<file path="src/rtl/shift_pkg.sv">
// Shared definitions for the pipelined barrel shifter.
// Mode encodings travel with each operation down the pipe.
package shift_pkg;

  typedef enum logic [1:0] {
    MODE_LSR = 2'b00,
    MODE_LSL = 2'b01,
    MODE_ASR = 2'b10,
    MODE_ROR = 2'b11
  } mode_e;

endpackage

</file>
<file path="src/rtl/shift_stage.sv">
// One registered shift level of fixed distance DIST, enabled by
// shamt bit BIT. LSL arrives bit-reversed, so it shifts right here.
module shift_stage
  import shift_pkg::*;
#(
  parameter int WIDTH = 32,
  parameter int TAG_W = 4,
  parameter int SH_W  = 5,
  parameter int DIST  = 16,
  parameter int BIT   = 4
) (
  input  logic             clk,
  input  logic             rst,
  input  logic             adv,
  input  logic             in_valid,
  input  logic [WIDTH-1:0] in_data,
  input  logic [SH_W-1:0]  in_shamt,
  input  mode_e            in_mode,
  input  logic [TAG_W-1:0] in_tag,
  input  logic             in_sticky,
  output logic             out_valid,
  output logic [WIDTH-1:0] out_data,
  output logic [SH_W-1:0]  out_shamt,
  output mode_e            out_mode,
  output logic [TAG_W-1:0] out_tag,
  output logic             out_sticky
);

  logic             valid_q, valid_d;
  logic [WIDTH-1:0] data_q, data_d;
  logic [SH_W-1:0]  shamt_q, shamt_d;
  mode_e            mode_q, mode_d;
  logic [TAG_W-1:0] tag_q, tag_d;
  logic             sticky_q, sticky_d;

  logic [WIDTH-1:0] shifted;
  logic             lost;

  always_comb begin
    shifted = in_data;
    lost    = 1'b0;
    if (in_shamt[BIT]) begin
      unique case (in_mode)
        MODE_ASR: shifted = WIDTH'($signed(in_data) >>> DIST);
        MODE_ROR: shifted = (in_data >> DIST)
                          | (in_data << (WIDTH - DIST));
        default:  shifted = in_data >> DIST;
      endcase
      lost = (in_mode == MODE_LSR || in_mode == MODE_ASR)
           && (|in_data[DIST-1:0]);
    end
  end

  always_comb begin
    valid_d  = valid_q;
    data_d   = data_q;
    shamt_d  = shamt_q;
    mode_d   = mode_q;
    tag_d    = tag_q;
    sticky_d = sticky_q;
    if (adv) begin
      valid_d  = in_valid;
      data_d   = shifted;
      shamt_d  = in_shamt & ~(SH_W'(1) << BIT);
      mode_d   = in_mode;
      tag_d    = in_tag;
      sticky_d = in_sticky | lost;
    end
  end

  always_ff @(posedge clk) begin
    if (rst) begin
      valid_q  <= 1'b0;
      data_q   <= '0;
      shamt_q  <= '0;
      mode_q   <= MODE_LSR;
      tag_q    <= '0;
      sticky_q <= 1'b0;
    end else begin
      valid_q  <= valid_d;
      data_q   <= data_d;
      shamt_q  <= shamt_d;
      mode_q   <= mode_d;
      tag_q    <= tag_d;
      sticky_q <= sticky_d;
    end
  end

  assign out_valid  = valid_q;
  assign out_data   = data_q;
  assign out_shamt  = shamt_q;
  assign out_mode   = mode_q;
  assign out_tag    = tag_q;
  assign out_sticky = sticky_q;

endmodule

</file>
<file path="src/rtl/barrel_shift_pipe.sv">
// Pipelined barrel shifter: input register, SH_W shift levels,
// single global advance enable driven by the output handshake.
module barrel_shift_pipe
  import shift_pkg::*;
#(
  parameter int WIDTH = 32,
  parameter int TAG_W = 4,
  localparam int SH_W = $clog2(WIDTH)
) (
  input  logic             clk,
  input  logic             rst,
  input  logic             in_valid,
  output logic             in_ready,
  input  logic [WIDTH-1:0] in_data,
  input  logic [SH_W-1:0]  in_shamt,
  input  logic [1:0]       in_mode,
  input  logic [TAG_W-1:0] in_tag,
  output logic             out_valid,
  input  logic             out_ready,
  output logic [WIDTH-1:0] out_data,
  output logic             out_sticky,
  output logic [TAG_W-1:0] out_tag
);

  function automatic logic [WIDTH-1:0] rev(
    input logic [WIDTH-1:0] x
  );
    for (int i = 0; i < WIDTH; i++) rev[i] = x[WIDTH-1-i];
  endfunction

  logic adv;
  assign in_ready = !out_valid || out_ready;
  assign adv      = in_ready;

  logic             v_s  [SH_W+1];
  logic [WIDTH-1:0] d_s  [SH_W+1];
  logic [SH_W-1:0]  sh_s [SH_W+1];
  mode_e            md_s [SH_W+1];
  logic [TAG_W-1:0] tg_s [SH_W+1];
  logic             st_s [SH_W+1];

  logic             v0_q, v0_d;
  logic [WIDTH-1:0] d0_q, d0_d;
  logic [SH_W-1:0]  sh0_q, sh0_d;
  mode_e            md0_q, md0_d;
  logic [TAG_W-1:0] tg0_q, tg0_d;
  mode_e            in_md;

  assign in_md = mode_e'(in_mode);

  always_comb begin
    v0_d  = v0_q;
    d0_d  = d0_q;
    sh0_d = sh0_q;
    md0_d = md0_q;
    tg0_d = tg0_q;
    if (adv) begin
      v0_d  = in_valid;
      d0_d  = (in_md == MODE_LSL) ? rev(in_data) : in_data;
      sh0_d = in_shamt;
      md0_d = in_md;
      tg0_d = in_tag;
    end
  end

  always_ff @(posedge clk) begin
    if (rst) begin
      v0_q  <= 1'b0;
      d0_q  <= '0;
      sh0_q <= '0;
      md0_q <= MODE_LSR;
      tg0_q <= '0;
    end else begin
      v0_q  <= v0_d;
      d0_q  <= d0_d;
      sh0_q <= sh0_d;
      md0_q <= md0_d;
      tg0_q <= tg0_d;
    end
  end

  assign v_s[0]  = v0_q;
  assign d_s[0]  = d0_q;
  assign sh_s[0] = sh0_q;
  assign md_s[0] = md0_q;
  assign tg_s[0] = tg0_q;
  assign st_s[0] = 1'b0;

  for (genvar k = 1; k <= SH_W; k++) begin : g_lvl
    shift_stage #(
      .WIDTH(WIDTH),
      .TAG_W(TAG_W),
      .SH_W (SH_W),
      .DIST (1 << (SH_W - k)),
      .BIT  (SH_W - k)
    ) u_stage (
      .clk       (clk),
      .rst       (rst),
      .adv       (adv),
      .in_valid  (v_s[k-1]),
      .in_data   (d_s[k-1]),
      .in_shamt  (sh_s[k-1]),
      .in_mode   (md_s[k-1]),
      .in_tag    (tg_s[k-1]),
      .in_sticky (st_s[k-1]),
      .out_valid (v_s[k]),
      .out_data  (d_s[k]),
      .out_shamt (sh_s[k]),
      .out_mode  (md_s[k]),
      .out_tag   (tg_s[k]),
      .out_sticky(st_s[k])
    );
  end

  // All shamt bits are consumed by the last level.
  logic sh_unused;
  assign sh_unused = |sh_s[SH_W];

  assign out_valid  = v_s[SH_W];
  assign out_data   = (md_s[SH_W] == MODE_LSL) ? rev(d_s[SH_W])
                                               : d_s[SH_W];
  assign out_sticky = st_s[SH_W];
  assign out_tag    = tg_s[SH_W];

endmodule

</file>
<file path="config.mk">
export PLATFORM = sky130hd
export DESIGN_NAME = barrel_shift_pipe
export DESIGN_NICKNAME = d
export VERILOG_FILES = /design/src/rtl/shift_pkg.sv /design/src/rtl/shift_stage.sv /design/src/rtl/barrel_shift_pipe.sv
export SDC_FILE = /design/constraint.sdc
export NUM_CORES = 1
export LEC_CHECK = 0
export CAP_MARGIN = 25
export CORE_ASPECT_RATIO = 1.25
export CORE_UTILIZATION = 25
export CTS_CLUSTER_DIAMETER = 200
export CTS_CLUSTER_SIZE = 30
export DETAILED_ROUTE_END_ITERATION = 12
export GPL_ROUTABILITY_DRIVEN = 1
export PLACE_DENSITY_LB_ADDON = 0.08
export SLEW_MARGIN = 20
export SYNTH_ARGS = -nofsm -noshare
export SYNTH_HDL_FRONTEND = slang
export SYNTH_HIERARCHICAL = 1
export SYNTH_SLANG_ARGS = --single-unit
</file>
<file path="constraint.sdc">
create_clock -name clk -period 1.9 [get_ports clk]
set_clock_uncertainty 0.2 [all_clocks]
set_input_delay 0.38 -clock clk [delete_from_list [all_inputs] [get_ports clk]]
set_output_delay 0.38 -clock clk [all_outputs]
set_load 0.05 [all_outputs]
</file>
; ---- Word level (Yosys, flattened, before mapping)
; Index checks and enable logic that the tools add are counted.
[word_totals]
reg_bits = 254
latchBits = 0
ram_bits = 0
romBits = 0
in_bits = 47
out_inout_bits = 39
n_memories = 0
[op_classes]
add_sub_neg = 0
mul = 0
div = 0
magnitude_cmp = 0
n_eq_ne = 12
shifts = 0
n_mux = 17
n_bitwise = 9
n_reduce_logical = 21
[ops]
columns = cell, count
row1 = case mux 32 bit (2 select lines), 5
row2 = 2-to-1 mux 32 bit, 7
row3 = OR 16 x 32 -> 32 bit, 1
row4 = OR 24 x 32 -> 32 bit, 1
row5 = OR 28 x 32 -> 32 bit, 1
row6 = OR 30 x 32 -> 32 bit, 1
row7 = OR 31 x 32 -> 32 bit, 1
row8 = "== test 2 bit, second input constant", 10
row9 = OR reduction 16 bit, 1
row10 = logical NOT 2 bit, 5
row11 = OR reduction 8 bit, 1
row12 = logical OR 1 bit, 6
row13 = logical AND 1 bit, 5
row14 = 2-to-1 mux 1 bit, 5
row15 = "== test 2 x 1 -> 1 bit, second input constant", 2
row16 = OR 1 bit, 4
row17 = OR reduction 4 bit, 1
row18 = OR reduction 2 bit, 1
row19 = logical NOT 1 bit, 1

; ---- Longest topological paths before layout
[depth]
word_depth = 5
mapped_depth = 8
depth_no_buf = 4

; ---- Modules after synthesis
; The synthesis kept the hierarchy.
[by_module_without_submodules]
columns = mod, instances, cells_each, area_each_um2, seq_area_each_um2
row1 = barrel_shift_pipe, 1, 339, 2364.8, 880.8
row2 = shift_stage at g_lvl[1].u_stage, 1, 227, 2089.5, 880.8
row3 = shift_stage at g_lvl[2].u_stage, 1, 208, 2037.0, 880.8
row4 = shift_stage at g_lvl[4].u_stage, 1, 191, 1964.4, 880.8
row5 = shift_stage at g_lvl[5].u_stage, 1, 188, 1948.1, 880.8
row6 = shift_stage at g_lvl[3].u_stage, 1, 197, 1914.3, 880.8

; ---- Worst setup path before layout
; OpenSTA, ideal clock, no wires.
[synth_timing]
kind = register to register
startpoint = register g_lvl[5].u_stage.valid_q
endpoint = register g_lvl[1].u_stage.data_q[10]
setup_time_ns = 0.138
arrival_time_ns = 2.280
required_time_ns = 1.562
path_slack_ns = -0.717
path_stages_with_launch = 8
n_path_buf = 4
period_less_slack_ns = 2.617
cell_sequence = dfxtp_1 > nor2b_4 > inv_2 > clkbuf_1 > buf_2 > buf_2 > buf_1 > a211oi_1
[synth_via]
elab_chain_cells = 2
[synth_lines]
columns = element, line_no
row1 = from (decl), shift_stage.sv:29  ; logic valid_q, valid_d;
row2 = from (signal assigned), shift_stage.sv:80  ; valid_q <= valid_d;
row3 = logical NOT 1 bit, barrel_shift_pipe.sv:32  ; assign in_ready = !out_valid || out_ready;
row4 = logical OR 1 bit, barrel_shift_pipe.sv:32
row5 = via in_ready, barrel_shift_pipe.sv:13  ; output logic in_ready,
row6 = to (signal assigned), shift_stage.sv:81  ; data_q <= data_d;
row7 = to (decl), shift_stage.sv:30  ; logic [WIDTH-1:0] data_q, data_d;
; The timed path passes the listed nets, and every way through them passes these cells.
; A chain may end at the register's enable or synchronous reset.

; ---- Final worst setup path
[layout_timing]
startpoint = register g_lvl[5].u_stage.mode_q[0]
endpoint = output out_data[5]
[layout_via]
elab_chain_cells = 2
[layout_lines]
columns = element, line_no
row1 = from (decl), shift_stage.sv:32  ; mode_e mode_q, mode_d;
row2 = from (signal assigned), shift_stage.sv:83  ; mode_q <= mode_d;
row3 = == test 2 x 1 -> 1 bit, barrel_shift_pipe.sv:120  ; assign out_data = (md_s[SH_W] == MODE_LSL) ? rev(d_s[SH_W])
row4 = 2-to-1 mux 32 bit, barrel_shift_pipe.sv:120
row5 = to (decl), barrel_shift_pipe.sv:20  ; output logic [WIDTH-1:0] out_data,
; No other way between the ends.

==> impl_results.md <==
* DR vias at 8847
* CTS Buffer Depth at 3
* Final Hold Fails at 0
* Fmax at 455.0 MHz
* Synth-to-Final Area Change at 22.06%
* Share of cells above drive strength 1 at 0.1725
* Fin crit period at 2198 ps
* WHS Path Cells at 2
* Clock-pin slew on the worst setup and hold paths at 120 ps
* Antenna-violating nets left at 0
* Synthesized net count at 1357
* Fin crit share at 1.157
* # IOs at 86
* Post-Syn Area at 11920 µm²
* Failing checks: negative setup slack
* Critical path arrival at 1620 ps
* CP Capture Type: output port
* YS warnings at 6
* Placed cell count at 1988
* Crit path max-delay cell type: dfxtp_2
* Status: finished with violations
* Width of the die at 197.3 µm
* FILL cells at 4971
* Peak supply drop at 486.0 µV
* Cell family with most CP delay: buffers and inverters
* Hpwl dp at 22690 µm
* CP dominant cell by count: buf_12
* DR iter-0 viols at 359
* Measured slew at the worst slew-check pin at 580.7 ps
* Routability cong. at 0.7325
* CTS Buf Count at 12
* Syn Inst Count at 1310
* Final wirelength at 31330 µm
* Post-synthesis average cell area at 9.102 µm²
* GRT Util Overall at 0.1282
* Pre-antenna DRT Iters at 5
* Hold Path Class: in2reg
* First-pass GRT wire length at 49860 µm
* Residual DRC at 0
* PD cells at 660.6 nW/µm²
* Worst slew margin at 0.6123
* Routed vias/inst at 4.399
* Row count at 89
* Count of clock tree sinks at 254
* Core ar. at 47100 µm²
* Final setup vio count at 32
* Leak at 5.583 nW
* Setup CP Type: reg2out
* Fin nets at 1420
* Commonest non-fill, non-tap cell in the layout: dfxtp_1
* Req. time, crit path at 1320 ps
* Die ar. at 48580 µm²
* Post-DR wirelength/cell at 15.58 µm
* R2r setup slk at 150 ps
* Die Height at 246.2 µm
* CTS Hold Bufs at 0
* CTS tree: done
* Finished Layout Cells at 2011
* Clock root buffer: clkbuf_16
* WP depth at 6
* Crit start category: flip-flop
* Initial core utilization at 0.2531
* Pins Over Slew Limit at 0
* Worst setup margin at -298.0 ps
* Reg2reg path depth at 7
* Hold slack final at 109.6 ps
* Max Cap Viol at 0
* Pin count of the biggest net entering global routing at 46
* Largest stage delay, worst path at 360 ps
* CP bufs+invs at 3
* RSZ-0062 raised after global routing: true
* CP cell instances: nor2b_4 > buf_12 > clkbuf_16 > nand2_1 > nand2_2 > buf_12
* Clock Latency Late Sink at 510 ps
* CP max FO at 8
* ANT cells at 0
* GRT overflow at 0
* Initial antenna violation count at 0
* H-Tree Depth at 1
* Vias in the first global route at 8530
* Commonest non-fill, non-tap cells in the layout: dfxtp_1 (247), nor2_1 (240), mux2i_1 (185)
* Buffers on Ports at 85
[through the flow]
step | setup TNS, ps | util | total power [mW] | setup slack [ps] | cell area, µm²
2_1_floorplan | 0 | - | 6.290 | 53.03 | 11940
3_3_place_gp | -17220 | 0.2964 | 6.661 | -141.8 | 13960
3_5_place_dp | -21050 | 0.2964 | 6.670 | -148.4 | 13960
4_1_cts | -9288 | 0.3042 | 9.833 | -299.1 | 14330
5_1_grt | -11410 | 0.3090 | 10.08 | -383.2 | 14550
6_report | -8684 | 0.3090 | 9.614 | -298.0 | 14550
[state kept, by name, summed over array words and instances (netlist names)]
register                  count
v0_q                          1
md0_q                         2
sh0_q                         5
g_lvl.u_stage/out_data      160
g_lvl.u_stage/out_valid       5
d0_q                         32
g_lvl.u_stage/out_tag        20
g_lvl.u_stage/out_shamt      10
g_lvl.u_stage/out_mode       10
g_lvl.u_stage/out_sticky      5
tg0_q                         4
[layer usage]
layer | vias up | track usage | share of wire
met4 | 0 | 0.03922 | 0.023
met2 | 110 | 0.2226 | 0.49
met1 | 3998 | 0.1657 | 0.47
met5 | - | 0 | 0
li1 | 4713 | - | -
met3 | 26 | 0.01300 | 0.023
[worst register-to-register path, cell delays in order (launching register included)]
cell	delay [ps]
dfxtp_4	370
nor2b_4	140
inv_8	70
buf_4	210
buf_12	200
buf_4	220
nor2_1	60
a211oi_1	200
[area by class of cell]
cell class	count	area [µm²]	share of cell area
Clock buffer	14	329.1	0.02261
Clock inverter	1	16.27	0.001118
Inverter	17	71.32	0.004900
Multi-Input combinational cell	915	6063	0.4166
Sequential cell	254	5096	0.3502
Tap cell	637	797.0	0.05476
Timing Repair Buffer	172	2175	0.1494
Timing Repair inverter	1	6.256	0.0004298
[path summary, 6_finish.rpt]
kind,startpoint,end
worst min register to register,sh0_q[1],sh0_q[1]
worst max-delay path,g_lvl[5].u_stage/out_mode[0],out_data[5]
worst max register to register,g_lvl[5].u_stage/out_valid,g_lvl[3].u_stage/out_data[22]
worst min-delay path,rst,g_lvl[5].u_stage/out_mode[0]
[power by group]
part / total (mW) / switching [mW] / internal, mW
clock: 3.08 / 1.81 / 1.27
combinational: 0.831 / 0.410 / 0.421
sequential: 5.70 / 0.198 / 5.50
total: 9.61 / 2.42 / 7.20
[repair_timing]
item,in CTS,in global routing
buffers inserted,4,1
gates resized for setup,2,49
endpoints found under the setup margin,33,33
pin swaps,0,4
cloned,1,3
Power figures use the tool's default switching activity.
